===== config.mk =====
export PLATFORM = sky130hd
export DESIGN_NAME = matrix_dma_controller
export DESIGN_NICKNAME = d
export VERILOG_FILES = /design/src/rtl/matrix_pkg.sv /design/src/rtl/matrix_dma_controller_mem_read_pipe.sv /design/src/rtl/matrix_dma_controller.sv
export SDC_FILE = /design/constraint.sdc
export NUM_CORES = 1
export LEC_CHECK = 0
export BUFFER_PORTS_ARGS = -buffer_cell sky130_fd_sc_hd__buf_2
export CAP_MARGIN = 30
export CORE_MARGIN = 8
export CORE_UTILIZATION = 31
export CTS_CLUSTER_SIZE = 16
export DETAILED_ROUTE_END_ITERATION = 16
export HOLD_SLACK_MARGIN = 0.05
export PLACE_DENSITY = 0.63
export RECOVER_POWER = 100
export SYNTH_ARGS = -nofsm -noshare
export SYNTH_HDL_FRONTEND = slang
export SYNTH_SLANG_ARGS = --single-unit

===== constraint.sdc =====
create_clock -name clk -period 4.57 [get_ports clk]
set_input_delay 0.2285 -clock clk [delete_from_list [all_inputs] [get_ports clk]]
set_output_delay 0.2285 -clock clk [all_outputs]
set_load 0.02 [all_outputs]

===== src/rtl/matrix_pkg.sv =====
// Shared types and derived sizes for the matrix DMA controller.
package matrix_pkg;

  localparam int unsigned DEFAULT_DIM    = 5;
  localparam int unsigned DEFAULT_ELEM_W = 8;
  localparam int unsigned DEFAULT_N      = DEFAULT_DIM * DEFAULT_DIM;
  localparam int unsigned DEFAULT_MAT_W  = DEFAULT_N * DEFAULT_ELEM_W;

  typedef enum logic [2:0] {
    S_IDLE  = 3'd0,
    S_READ  = 3'd1,
    S_START = 3'd2,
    S_WAIT  = 3'd3,
    S_WRITE = 3'd4,
    S_DONE  = 3'd5
  } state_t;

  // Packed width of a dim x dim matrix of elem_w-bit elements.
  function automatic int unsigned mat_width(input int unsigned dim, input int unsigned elem_w);
    return dim * dim * elem_w;
  endfunction

endpackage


===== src/rtl/matrix_dma_controller_mem_read_pipe.sv =====
// Read address generator with a valid-tag pipeline matching the RAM read latency.
module mem_read_pipe
  import matrix_pkg::*;
#(
  parameter int unsigned N       = DEFAULT_N,
  parameter int unsigned ADDR_W  = 7,
  parameter int unsigned MEM_LAT = 2,
  parameter int unsigned IDX_W   = $clog2(N + 1)
) (
  input  logic              clk,
  input  logic              reset,
  input  logic              start,
  input  logic [ADDR_W-1:0] base,
  output logic [ADDR_W-1:0] rd_addr,
  output logic              capture_en,
  output logic [IDX_W-1:0]  capture_idx,
  output logic              capture_last
);

  logic               issue_q;
  logic [IDX_W-1:0]   issue_idx;
  logic [MEM_LAT-1:0] vld_sr;

  // Issue one read per cycle from base for N consecutive words.
  always_ff @(posedge clk or negedge reset) begin
    if (!reset) begin
      rd_addr   <= '0;
      issue_q   <= 1'b0;
      issue_idx <= '0;
    end else if (start) begin
      rd_addr   <= base;
      issue_q   <= 1'b1;
      issue_idx <= '0;
    end else if (issue_q) begin
      rd_addr   <= rd_addr + ADDR_W'(1);
      issue_idx <= issue_idx + IDX_W'(1);
      if (issue_idx == IDX_W'(N - 1)) issue_q <= 1'b0;
    end
  end

  // Tag each issued read; the tag emerges when its data is on the bus.
  always_ff @(posedge clk or negedge reset) begin
    if (!reset) begin
      vld_sr <= '0;
    end else begin
      vld_sr[0] <= issue_q;
      for (int unsigned k = 1; k < MEM_LAT; k++) vld_sr[k] <= vld_sr[k-1];
    end
  end

  // Element index for each returning word.
  always_ff @(posedge clk or negedge reset) begin
    if (!reset) begin
      capture_idx <= '0;
    end else if (start) begin
      capture_idx <= '0;
    end else if (capture_en) begin
      capture_idx <= capture_idx + IDX_W'(1);
    end
  end

  assign capture_en   = vld_sr[MEM_LAT-1];
  assign capture_last = capture_en && (capture_idx == IDX_W'(N - 1));

endmodule


===== src/rtl/matrix_dma_controller.sv =====
// Loads two matrices from RAM into the coprocessor, runs it and writes the result back.
module matrix_dma_controller
  import matrix_pkg::*;
#(
  parameter int unsigned DIM     = DEFAULT_DIM,
  parameter int unsigned ELEM_W  = DEFAULT_ELEM_W,
  parameter int unsigned ADDR_W  = 7,
  parameter int unsigned MEM_LAT = 2,
  parameter int unsigned TIMEOUT = 255,
  localparam int unsigned N      = DIM * DIM,
  localparam int unsigned MAT_W  = mat_width(DIM, ELEM_W)
) (
  input  logic                clk,
  input  logic                reset,
  input  logic                go,
  input  logic [2:0]          op_code,
  input  logic [ADDR_W-1:0]   src_base,
  input  logic [ADDR_W-1:0]   dst_base,
  output logic [ADDR_W-1:0]   mem_addr,
  output logic                mem_wren,
  output logic [2*ELEM_W-1:0] mem_wdata,
  input  logic [2*ELEM_W-1:0] mem_rdata,
  output logic [2:0]          cp_op_code,
  output logic [MAT_W-1:0]    cp_matrix_a,
  output logic [MAT_W-1:0]    cp_matrix_b,
  output logic                cp_start,
  input  logic                cp_done,
  input  logic [MAT_W-1:0]    cp_result,
  input  logic                cp_overflow,
  output logic                busy,
  output logic                done,
  output logic                error,
  output logic                overflow,
  output logic [2:0]          state_dbg
);

  localparam int unsigned IDX_W = $clog2(N + 1);
  localparam int unsigned TMO_W = $clog2(TIMEOUT + 1);

  state_t             state_q;
  logic [ADDR_W-1:0]  dst_q;
  logic [ADDR_W-1:0]  wr_addr_q;
  logic [IDX_W-1:0]   wr_idx;
  logic [TMO_W-1:0]   tmo_cnt;
  logic [MAT_W-1:0]   result_q;
  logic               accept;
  logic [ADDR_W-1:0]  rd_addr;
  logic               capture_en;
  logic [IDX_W-1:0]   capture_idx;
  logic               capture_last;

  assign accept    = go && (state_q == S_IDLE);
  assign mem_addr  = (state_q == S_WRITE) ? wr_addr_q : rd_addr;
  assign busy      = (state_q != S_IDLE);
  assign state_dbg = state_q;

  mem_read_pipe #(
    .N       (N),
    .ADDR_W  (ADDR_W),
    .MEM_LAT (MEM_LAT),
    .IDX_W   (IDX_W)
  ) u_read_pipe (
    .clk          (clk),
    .reset        (reset),
    .start        (accept),
    .base         (src_base),
    .rd_addr      (rd_addr),
    .capture_en   (capture_en),
    .capture_idx  (capture_idx),
    .capture_last (capture_last)
  );

  // Split each returning word into its A (low) and B (high) element.
  always_ff @(posedge clk or negedge reset) begin
    if (!reset) begin
      cp_matrix_a <= '0;
      cp_matrix_b <= '0;
    end else if (capture_en) begin
      cp_matrix_a[int'(capture_idx)*ELEM_W +: ELEM_W] <= mem_rdata[ELEM_W-1:0];
      cp_matrix_b[int'(capture_idx)*ELEM_W +: ELEM_W] <= mem_rdata[2*ELEM_W-1:ELEM_W];
    end
  end

  // Sequencer: read, start, wait for done or timeout, write back.
  always_ff @(posedge clk or negedge reset) begin
    if (!reset) begin
      state_q    <= S_IDLE;
      dst_q      <= '0;
      wr_addr_q  <= '0;
      wr_idx     <= '0;
      tmo_cnt    <= '0;
      result_q   <= '0;
      cp_op_code <= '0;
      cp_start   <= 1'b0;
      mem_wren   <= 1'b0;
      mem_wdata  <= '0;
      done       <= 1'b0;
      error      <= 1'b0;
      overflow   <= 1'b0;
    end else begin
      cp_start <= 1'b0;
      done     <= 1'b0;
      case (state_q)
        S_IDLE: begin
          if (go) begin
            cp_op_code <= op_code;
            dst_q      <= dst_base;
            error      <= 1'b0;
            overflow   <= 1'b0;
            state_q    <= S_READ;
          end
        end
        S_READ: begin
          if (capture_last) begin
            cp_start <= 1'b1;
            state_q  <= S_START;
          end
        end
        S_START: begin
          tmo_cnt <= '0;
          state_q <= S_WAIT;
        end
        S_WAIT: begin
          // Element 0 goes out straight from cp_result so the first write
          // lands on the first WRITE cycle.
          if (cp_done) begin
            result_q  <= cp_result;
            overflow  <= cp_overflow;
            wr_addr_q <= dst_q;
            wr_idx    <= '0;
            mem_wren  <= 1'b1;
            mem_wdata <= {{ELEM_W{1'b0}}, cp_result[ELEM_W-1:0]};
            state_q   <= S_WRITE;
          end else if (tmo_cnt == TMO_W'(TIMEOUT - 1)) begin
            error   <= 1'b1;
            done    <= 1'b1;
            state_q <= S_DONE;
          end else begin
            tmo_cnt <= tmo_cnt + TMO_W'(1);
          end
        end
        S_WRITE: begin
          if (wr_idx == IDX_W'(N)) begin
            done    <= 1'b1;
            state_q <= S_DONE;
          end else if (wr_idx == IDX_W'(N - 1)) begin
            mem_wren <= 1'b0;
            wr_idx   <= wr_idx + IDX_W'(1);
          end else begin
            wr_idx    <= wr_idx + IDX_W'(1);
            wr_addr_q <= wr_addr_q + ADDR_W'(1);
            mem_wdata <= {{ELEM_W{1'b0}}, result_q[(int'(wr_idx) + 1)*ELEM_W +: ELEM_W]};
          end
        end
        S_DONE: begin
          state_q <= S_IDLE;
        end
        default: begin
          state_q <= S_IDLE;
        end
      endcase
    end
  end

endmodule


==> impl_metrics.json <==
{
  "hp-class": "input port to flip-flop",
  "die_x_um": 322,
  "cp.required_ns": 5.09,
  "timing.final.ws_setup_ns": 0.439,
  "ant_nets": 0,
  "dr.pass1.iters": 8,
  "period_minus_slack_ns": 4.13,
  "critPathLaunchType": "flip-flop",
  "dp_slack_ns": 0.769,
  "yosysWarnings": 0,
  "ctsLongestPathBuffers": 3,
  "start_util": 0.312,
  "synth.distinct_cells": 83,
  "seq_area_frac_synth": 0.568,
  "fill_cells": 9275,
  "clock_latency_ns": 0.64,
  "max_freq_ghz": 0.242,
  "synth-edff-count": 0,
  "status": "finished, violations left",
  "setup_viol": 0,
  "hold_viol_final": 0,
  "grt_max_degree": 194,
  "power_density_mw_per_mm2": 687,
  "grt_usage": 0.203,
  "synth.ff_latch_count": 658,
  "dieArea_mm2": 0.104,
  "row_count": 112,
  "cts_buffers": 75,
  "post_cts_resized": 0,
  "cts_setup_buffers": 0,
  "post_drt_wl_per_cell_um": 22.9,
  "place_hpwl_um": 76700,
  "critPathKind": "flip-flop to flip-flop",
  "die_height_um": 322,
  "io_pins": 673,
  "yosys_most_used_dff": "dfrtp_1",
  "synth_cells": 2658,
  "drc_errors": 0,
  "worst_slew_pin_slew_ns": 2.93,
  "cts_tree": "built",
  "max_slew_margin": -0.953,
  "grt_pass1_wl_um": 161000,
  "layout-drive-gt1-share": 0.195,
  "wl_um": 110000,
  "violations": "capacitance limit, slew limit",
  "fin_cells": 4799,
  "syn_avg_cell_area_um2": 10.9,
  "power_leakage_uw": 0.0177,
  "critPathMaxFanout": 21,
  "fin_crit_sh": 0.904,
  "cts.reportedPaths.clkPinSlew_ns": 0.06,
  "htree_num_levels": 3,
  "multi_input_area_mm2": 0.0112,
  "core-area_mm2": 0.0930,
  "dpl-instance-area_mm2": 0.0335,
  "grt_setup_unrepaired": "false",
  "vias": 24000,
  "max_cap_viol_count": 3,
  "nets": 3738,
  "synthToLayoutAreaGrowth_pct": 29.5,
  "final_area_mm2": 0.0376,
  "viasPerCell": 5.01,
  "seqCellArea_mm2": 0.0165,
  "fin_skew_ns": 0.0231,
  "crit_arrival_ns": 4.65,
  "end_kind": "flip-flop",
  "numClockSinks": 658,
  "setup-tns-final_ns": 0,
  "numPortBuffers": 664,
  "dpl.cell_count": 4434,
  "antenna_found_initial": 13,
  "cts_hold_buf": 230,
  "gr-total-overflow": 0,
  "rrSetupSlack_ns": 0.44,
  "synth-async-reset-ratio": 1.00,
  "slew_violations": 319,
  "drt-initial-drc-count": 2125,
  "ir_drop_uv": 360,
  "gp_congestion": 0.828,
  "netlist_area_mm2": 0.0290,
  "grt_pass1_vias": 24800,
  "ctsRootBufferMaster": "clkbuf_16"
}
[report_power, final]
| part | leakage [uW] | switching, uW | internal, uW |
|---|---|---|---|
| logic | 0.00820 | 7020 | 3370 |
| clock network | 0.00116 | 2510 | 3400 |
| registers | 0.00831 | 1560 | 7950 |
| total | 0.0177 | 11100 | 14700 |
[synthesized netlist by cell type (all sizes together) (4+ instances only)]
cell type / n / area (um^2)
nand2: 691 / 2590
nand4b: 4 / 35.0
or3: 6 / 42.5
clkbuf: 131 / 493
and2: 6 / 37.5
dfrtp: 658 / 16500
o21ai: 127 / 636
nor3b: 10 / 85.1
nor3: 16 / 85.1
nor2: 37 / 144
o41ai: 16 / 140
buf: 76 / 453
nand3: 45 / 278
nand2b: 9 / 56.3
nor4b: 4 / 47.6
ha: 12 / 150
a22o: 16 / 140
a21oi: 23 / 145
o31ai: 20 / 150
mux2: 259 / 2980
or4: 4 / 33.8
o22a: 5 / 43.8
xor2: 11 / 104
xnor2: 7 / 61.3
and3: 52 / 325
mux2i: 109 / 1090
a32oi: 7 / 61.3
o211ai: 23 / 188
nor4: 6 / 65.1
nand4: 45 / 282
a22oi: 41 / 308
mux4: 16 / 360
a211oi: 15 / 113
nor2b: 22 / 138
inv: 95 / 357
[kinds of logic (layout without fill, tap and decap cells)]
group                    after synthesis  count (layout)  share of synthesized area
AO/OA/AOI/OAI                        313             313                     0.0727
XOR/XNOR                              18              18                    0.00570
adder cells (fa/ha/maj)               12              12                    0.00518
buffers and inverters                302            1179                     0.0449
flip-flops                           658             658                      0.568
multiplexers                         384             384                      0.153
other                                  1              11                   0.000129
AND/OR/NAND/NOR                      970             970                      0.151
[layer usage]
metal / share of wire / track usage / vias to the layer above
li1: - / - / 10700
met1: 0.41 / 0.254 / 12000
met2: 0.47 / 0.338 / 1094
met3: 0.082 / 0.0522 / 221
met4: 0.035 / 0.0719 / 8
met5: 0.00046 / 0 / -
[layout make-up]
type / count / share of cell area
clock inverters: 27 / 0.00676
multi-input cells: 1705 / 0.298
flip-flops and latches: 658 / 0.439
diodes: 3 / 0.000200
repair buffers: 953 / 0.148
well taps: 1254 / 0.0418
inverters: 95 / 0.00950
clock buffers: 104 / 0.0569
[state kept, by name (all words and copies together) (netlist names)]
name / cells
cp_matrix_a: 200
cp_matrix_b: 200
cp_op_code: 3
cp_start: 1
done: 1
dst_q: 7
error: 1
mem_wdata: 8
mem_wren: 1
overflow: 1
result_q: 192
state_dbg: 3
tmo_cnt: 8
u_read_pipe.capture_idx: 5
u_read_pipe.issue_idx: 5
u_read_pipe.issue_q: 1
u_read_pipe.rd_addr: 7
u_read_pipe.vld_sr: 2
wr_addr_q: 7
wr_idx: 5
[cells in the final DEF, fill, tap and decap left out, types with 6 or more instances in the layout]
cell type / synthesis / final
clkinv_2: 0 / 11
clkbuf_1: 130 / 454
mux2i_1: 109 / 109
a32oi_1: 7 / 7
nor2_1: 35 / 34
and3_1: 52 / 52
xnor2_1: 7 / 7
o31ai_1: 20 / 20
mux4_2: 16 / 16
xor2_1: 10 / 10
a22o_1: 16 / 16
o211ai_1: 20 / 22
mux2_1: 0 / 14
nor3_1: 15 / 15
clkbuf_2: 1 / 6
nor3b_1: 8 / 8
dfrtp_1: 658 / 656
o41ai_1: 16 / 16
clkinvlp_4: 0 / 8
dlygate4sd3_1: 0 / 230
o21ai_0: 126 / 126
nand2_1: 691 / 691
nand4_1: 45 / 45
buf_2: 27 / 236
conb_1: 1 / 8
a22oi_1: 41 / 41
ha_1: 12 / 12
buf_4: 17 / 34
clkbuf_16: 0 / 77
mux2_2: 243 / 243
nand3_1: 36 / 42
inv_1: 95 / 95
nand2b_1: 9 / 9
a211oi_1: 15 / 14
nor2b_1: 22 / 21
clkbuf_8: 0 / 11
a21oi_1: 19 / 20
[worst paths after layout]
path	from	to	cells after the start
worst max-delay path	u_read_pipe.capture_idx[2]$_DFFE_PN0P_	cp_matrix_a[24]$_DFFE_PN0P_	10
worst min-delay path	mem_rdata[11]	cp_matrix_b[91]$_DFFE_PN0P_	3
worst max register to register	u_read_pipe.capture_idx[2]$_DFFE_PN0P_	cp_matrix_a[24]$_DFFE_PN0P_	10
worst min register to register	u_read_pipe.vld_sr[0]$_DFF_PN0_	u_read_pipe.vld_sr[1]$_DFF_PN0_	0
max in group asynchronous	reset	cp_matrix_b[52]$_DFFE_PN0P_	3
min in group asynchronous	reset	cp_matrix_a[196]$_DFFE_PN0P_	2
[through the flow]
stage,total power [uW],util,hold slack (ns)
6_report,25800,0.404,0.115
5_1_grt,27200,0.404,0.0889
2_1_floorplan,15900,-,-0.0671
3_3_place_gp,20100,0.360,0.339
3_5_place_dp,20300,0.361,0.356
4_1_cts,26500,0.411,0.0508
[critical path, cell delays in order (launching register included)]
cell and delay (ns):
dfrtp_1 0.75, nand2b_1 0.20, clkbuf_1 0.30, nor2_1 0.08
ha_1 0.31, buf_4 0.21, nand2b_1 0.46, nor2_1 0.19
o211ai_1 0.15, clkbuf_1 0.92, mux2_2 0.43
Power figures use the tool's default switching activity.
